$ cat src/rtl/dbg_event_packer.sv
// Serialises single-cycle debug events into a header qword plus N_WORDS payload qwords (MS qword first).
// Latency: header written the cycle after the strobe, payload on the following cycles; N_WORDS+2 cycles per event.
// Backpressure: fifo_full stalls the current qword in place; strobes arriving while busy are dropped and counted.
module dbg_event_packer #(
   parameter int          N_WORDS = 4,
   parameter logic [7:0]  MARKER  = 8'hA5
) (
   input  logic                   clk,
   input  logic                   rst,
   input  logic                   evt_strobe,
   input  logic [7:0]             evt_tag,
   input  logic [64*N_WORDS-1:0]  evt_data,
   input  logic                   fifo_full,
   output logic                   fifo_we,
   output logic [63:0]            fifo_data,
   output logic                   busy,
   output logic [7:0]             drop_cnt
);

   typedef enum logic [1:0] {
      IDLE,
      HEADER,
      PAYLOAD
   } state_t;

   localparam logic [3:0] LAST_IDX = 4'(N_WORDS - 1);

   state_t                  state;
   state_t                  state_nxt;
   logic [23:0]             timestamp;
   logic [15:0]             seq;
   logic [3:0]              idx;
   logic [64*N_WORDS-1:0]   payload_q;
   logic [7:0]              tag_q;
   logic [23:0]             ts_snap;
   logic [7:0]              drop_snap;
   logic                    accept;
   logic                    hdr_wr;
   logic                    pay_wr;

   // An event is only captured from IDLE; anything else counts as a drop.
   assign accept = (state == IDLE) && evt_strobe;
   assign busy   = (state != IDLE);

   // Next-state and FIFO write port; the write is gated by fifo_full so a stall never emits.
   always_comb begin
      state_nxt = state;
      fifo_we   = 1'b0;
      fifo_data = 64'h0;
      hdr_wr    = 1'b0;
      pay_wr    = 1'b0;
      case (state)
         IDLE: begin
            if (evt_strobe) begin
               state_nxt = HEADER;
            end
         end
         HEADER: begin
            if (!fifo_full) begin
               fifo_we   = 1'b1;
               fifo_data = {MARKER, tag_q, seq, drop_snap, ts_snap};
               hdr_wr    = 1'b1;
               state_nxt = PAYLOAD;
            end
         end
         PAYLOAD: begin
            if (!fifo_full) begin
               fifo_we   = 1'b1;
               fifo_data = payload_q[(N_WORDS - 1 - int'(idx)) * 64 +: 64];
               pay_wr    = 1'b1;
               if (idx == LAST_IDX) begin
                  state_nxt = IDLE;
               end
            end
         end
         default: begin
            state_nxt = IDLE;
         end
      endcase
   end

   // State register and free-running timestamp.
   always_ff @(posedge clk or negedge rst) begin
      if (!rst) begin
         state     <= IDLE;
         timestamp <= 24'h0;
      end else begin
         state     <= state_nxt;
         timestamp <= timestamp + 24'h1;
      end
   end

   // Event capture: payload, tag and the timestamp/drop count seen in the strobe cycle.
   always_ff @(posedge clk or negedge rst) begin
      if (!rst) begin
         payload_q <= '0;
         tag_q     <= 8'h0;
         ts_snap   <= 24'h0;
         drop_snap <= 8'h0;
      end else if (accept) begin
         payload_q <= evt_data;
         tag_q     <= evt_tag;
         ts_snap   <= timestamp;
         drop_snap <= drop_cnt;
      end
   end

   // Sequence number advances per header written; idx walks the payload qwords.
   always_ff @(posedge clk or negedge rst) begin
      if (!rst) begin
         seq <= 16'h0;
         idx <= 4'h0;
      end else if (hdr_wr) begin
         seq <= seq + 16'h1;
         idx <= 4'h0;
      end else if (pay_wr && (idx != LAST_IDX)) begin
         idx <= idx + 4'h1;
      end
   end

   // Drop counter: cleared when its value is handed to a header, saturates at 255 otherwise.
   always_ff @(posedge clk or negedge rst) begin
      if (!rst) begin
         drop_cnt <= 8'h0;
      end else if (accept) begin
         drop_cnt <= 8'h0;
      end else if (evt_strobe && (drop_cnt != 8'hFF)) begin
         drop_cnt <= drop_cnt + 8'h1;
      end
   end

endmodule

$ cat config.mk
export PLATFORM = sky130hd
export DESIGN_NAME = dbg_event_packer
export DESIGN_NICKNAME = d
export VERILOG_FILES = /design/src/rtl/dbg_event_packer.sv
export SDC_FILE = /design/constraint.sdc
export NUM_CORES = 1
export LEC_CHECK = 0
export ABC_CLOCK_PERIOD_IN_PS = 2720
export CAP_MARGIN = 20
export CORE_MARGIN = 2
export CORE_UTILIZATION = 51
export DETAILED_ROUTE_END_ITERATION = 8
export PLACE_DENSITY = 0.8
export SETUP_SLACK_MARGIN = 0.05
export SLEW_MARGIN = 20
export SYNTH_ARGS = -nofsm -noshare
export SYNTH_HDL_FRONTEND = slang
export SYNTH_SLANG_ARGS = --single-unit
$ cat constraint.sdc
create_clock -name clk -period 2.72 [get_ports clk]
set_input_delay 0.544 -clock clk [delete_from_list [all_inputs] [get_ports clk]]
set_output_delay 0.544 -clock clk [all_outputs]
set_load 0.02 [all_outputs]
==> impl_metrics.py <==
metrics = {
    "synth": {
        "yosys_warnings": 0,
        "netlist_top_cells_area": "dfrtp_1 56%, mux2_2 21%, mux4_2 9.2%",
        "synth.top_cells.by_count": "350 x dfrtp_1, 299 x mux2_2, 64 x mux4_2",
        "synth_top_area_cell": "dfrtp_1",
        "synth.mux.area_fraction_pct": 30.57,
        "async_reset_ff_share_pct": 100.0,
        "netlist_area_um2": 15730,
        "synth_fa_ha_area_share_pct": 0.7159,
        "yosysSeqAreaShare_pct": 55.68,
        "synthSimpleGateAreaFrac_pct": 3.707,
        "synth_compound_area_share_pct": 4.129,
        "synth-xor-area-share_pct": 2.339,
        "synth.avg_cell_area_um2": 15.50,
        "synth_top_family_by_area": "multiplexers",
        "synth_top_area_share_pct": 55.68,
        "ys_types": 43,
        "synth_edf_count": 0,
        "yosysMostFrequentCell": "dfrtp_1",
        "ys.flop_type": "dfrtp_1",
        "synthCells": 1015,
        "syn-num-nets": 1292,
        "synth_seq_cells": 350,
    },
    "detailed_routing": {
        "drt_wl_total_mm": 41.28,
        "vias": 10340,
        "viasPerCell": 5.634,
        "first_pass_iters": 4,
        "drt-initial-drc-count": 632,
        "ant_nets": 0,
        "drcViolationCount": 0,
        "avgRoutedWirePerCell_um": 22.50,
    },
    "clocking": {
        "cts.sinks": 350,
        "clkTransAtPathRegs_ns": 0.06,
        "cts-root-buf": "clkbuf_16",
        "htree_levels": 2,
        "clockBufferDepth": 3,
        "numCtsBuffers": 38,
        "cts_hold_buf": 0,
        "cts_tree": "built",
        "clkLatencyLatePin_ns": 0.51,
    },
    "timing": {
        "slew_viol_final": 0,
        "fin_crit_ns": 2.778,
        "post-route-period-util_pct": 102.1,
        "max_clock_freq_ghz": 0.3600,
        "hold_slack_ns": -0.008143,
        "rsz0062_at_grt": "true",
        "relSlewSlack_pct": 61.41,
        "tns_ns": -0.7743,
        "layout_setup_ws_ns": -0.05810,
        "setup_violations": 27,
        "tightestPinTransition_ns": 0.5736,
        "final_hold_viol_count": 5,
        "finClkSkew_ns": 0.005832,
    },
    "critical_path": {
        "r2r_start": "state[1]",
        "critPathBufInv": 4,
        "cp.depth": 6,
        "cp-end-kind": "primary output",
        "r2r_slack_ns": 0.60,
        "crit_start": "idx[0]",
        "path_common_cell": "buf_6",
        "crit_end": "fifo_data[16]",
        "crit_slowest_cell": "dfrtp_4",
        "reg2reg_to": "payload_q[75]",
        "worstSetupPathType": "flop to primary output",
        "crit_family": "buffers and inverters",
        "cp_data_required_time_ns": 2.18,
        "slowest_delay_ns": 0.51,
        "crit_fanout": 6,
        "worstPathCellList": "buf_6 > buf_12 > buf_16 > mux4_2 > a22o_1 > buf_6",
        "crit_arrival_ns": 2.23,
        "worstRegToRegCells": 6,
        "cp-start-kind": "flop",
    },
    "finish": {
        "stdcell_area_um2": 22040,
        "areaGrowthSynthToFinish_pct": 40.10,
        "nets": 1685,
        "drive_gt1_share_pct": 41.50,
        "final_util_pct": 72.23,
    },
    "die": {
        "die_area_um2": 32260,
        "die_x_um": 179.6,
        "start_util_pct": 51.55,
        "ios": 342,
        "rows": 64,
        "die_h_um": 179.6,
        "core_area_um2": 30510,
    },
    "power_and_ir_drop": {
        "vdd_drop_max_v": 0.0005778,
        "powerDensity_nw_per_um2": 1050,
        "p_leak_nw": 9.221,
        "power_w": 0.02314,
    },
    "global_route": {
        "met2_usage_pct": 42.04,
        "gr-usage-all-layers_pct": 25.60,
        "grt-ovfl-total": 0,
        "grt_use_met3_pct": 6.949,
        "grt_max_degree": 99,
        "antenna_found_initial": 3,
        "grtUsageMet1_pct": 33.75,
        "grt-busiest-layer": "met2",
        "grt_pass1_vias": 11380,
        "grt_pass1_wl_mm": 64.89,
    },
    "run_status": {
        "status": "finished with violations",
        "violations": "hold timing, setup timing",
    },
    "placed_design": {
        "place.gp.congestion": 0.8079,
        "place_area_um2": 19700,
        "pre_cts_ws_ns": -0.3649,
        "dpl.hpwl_mm": 26.08,
        "io_buffers": 341,
    },
    "worst_hold_path": {
        "min_path_type": "input port to async pin",
    },
    "flow_run": {
        "max-cap-violations": 0,
    },
}
through the flow:
step | hold slack, ns | instances
2_1_floorplan | 0.2484 | 1015
3_3_place_gp | 0.4626 | 1718
5_1_grt | 0.03334 | 1833
3_5_place_dp | 0.4623 | 1718
6_report | -0.008143 | 1835
4_1_cts | 0.01639 | 1827
worst register-to-register path: cells and delay by family, from the launching register on:
| family | cells | cell delay, ns |
|---|---|---|
| simple gates | 1 | 0.25 |
| mux | 1 | 0.52 |
| buf+inv | 3 | 0.65 |
| flops | 1 | 0.41 |
| fa+ha+maj | 1 | 0.17 |
logic make-up (layout without fill, tap and decap cells):
family                     Yosys count  after routing
AOI/OAI and AO/OA                   78             78
xor gates and xnor gates            42             42
adders and majority gates            9              9
buffers and inverters               74            495
DFF                                350            350
muxes                              363            363
other                                0              3
and+or+nand+nor                     99             99
placed cells by master, fill, tap and decap left out, drive strengths merged, types with 4 or more instances in the layout:
cell / n
nand2: 25
a21oi: 4
bufinv: 6
dfrtp: 350
nor2: 12
buf: 141
nand4: 8
a22o: 56
mux4: 64
nand3: 16
a21o: 4
mux2: 299
xnor2: 28
ha: 9
xor2: 14
inv: 9
and2: 5
o21ai: 4
clkbuf: 61
and3: 8
clkdlybuf4s50: 275
nor3: 6
nor4: 6
final cells by class:
class / instances / area (µm²)
sequential: 350 / 8766
fill: 1949 / 8473
multi-input combinational: 591 / 6629
timing repair buffer: 418 / 4677
clock buffer: 60 / 1237
tap: 396 / 495.5
clock inverter: 8 / 190.2
inverter: 9 / 33.78
antenna: 3 / 7.507
sequential cells by signal, summed over array words and instances, names as in the netlist:
name       cells
idx            4
ts_snap       24
state          2
payload_q    256
tag_q          8
seq           16
timestamp     24
drop_cnt       8
drop_snap      8
power by group:
group,switching (W),total [W],internal (W)
sequential,0.00123,0.00863,0.00740
clock,0.00204,0.00572,0.00368
combinational,0.00343,0.00879,0.00537
total,0.00669,0.0231,0.0164
how the worst min path moves through the flow:
stage | from | to | slack, ns | cells after the start
finish | rst | ts_snap[5] | -0.008 | 1
global route | rst | payload_q[72] | 0.03 | 1
CTS | rst | payload_q[200] | 0.02 | 1
detailed placement | timestamp[23] | timestamp[23] | 0.46 | 1
global placement | timestamp[23] | timestamp[23] | 0.46 | 1
floorplan | rst | drop_cnt[0] | 0.25 | 0
what timing repair did:
action,CTS,global route
pin swaps,40,21
setup buffers,29,9
resized for setup,401,20
endpoints found under the setup margin,65,64
gates cloned,12,1
routing by layer:
layer	vias to the layer above	wire length, µm	share of wire (%)
li1	4579	-	-
met1	5301	17180	42
met2	379	20040	49
met3	77	2932	7.1
met4	2	1117	2.7
met5	-	11	0.027
No activity file was read; power rests on OpenSTA's default activity.
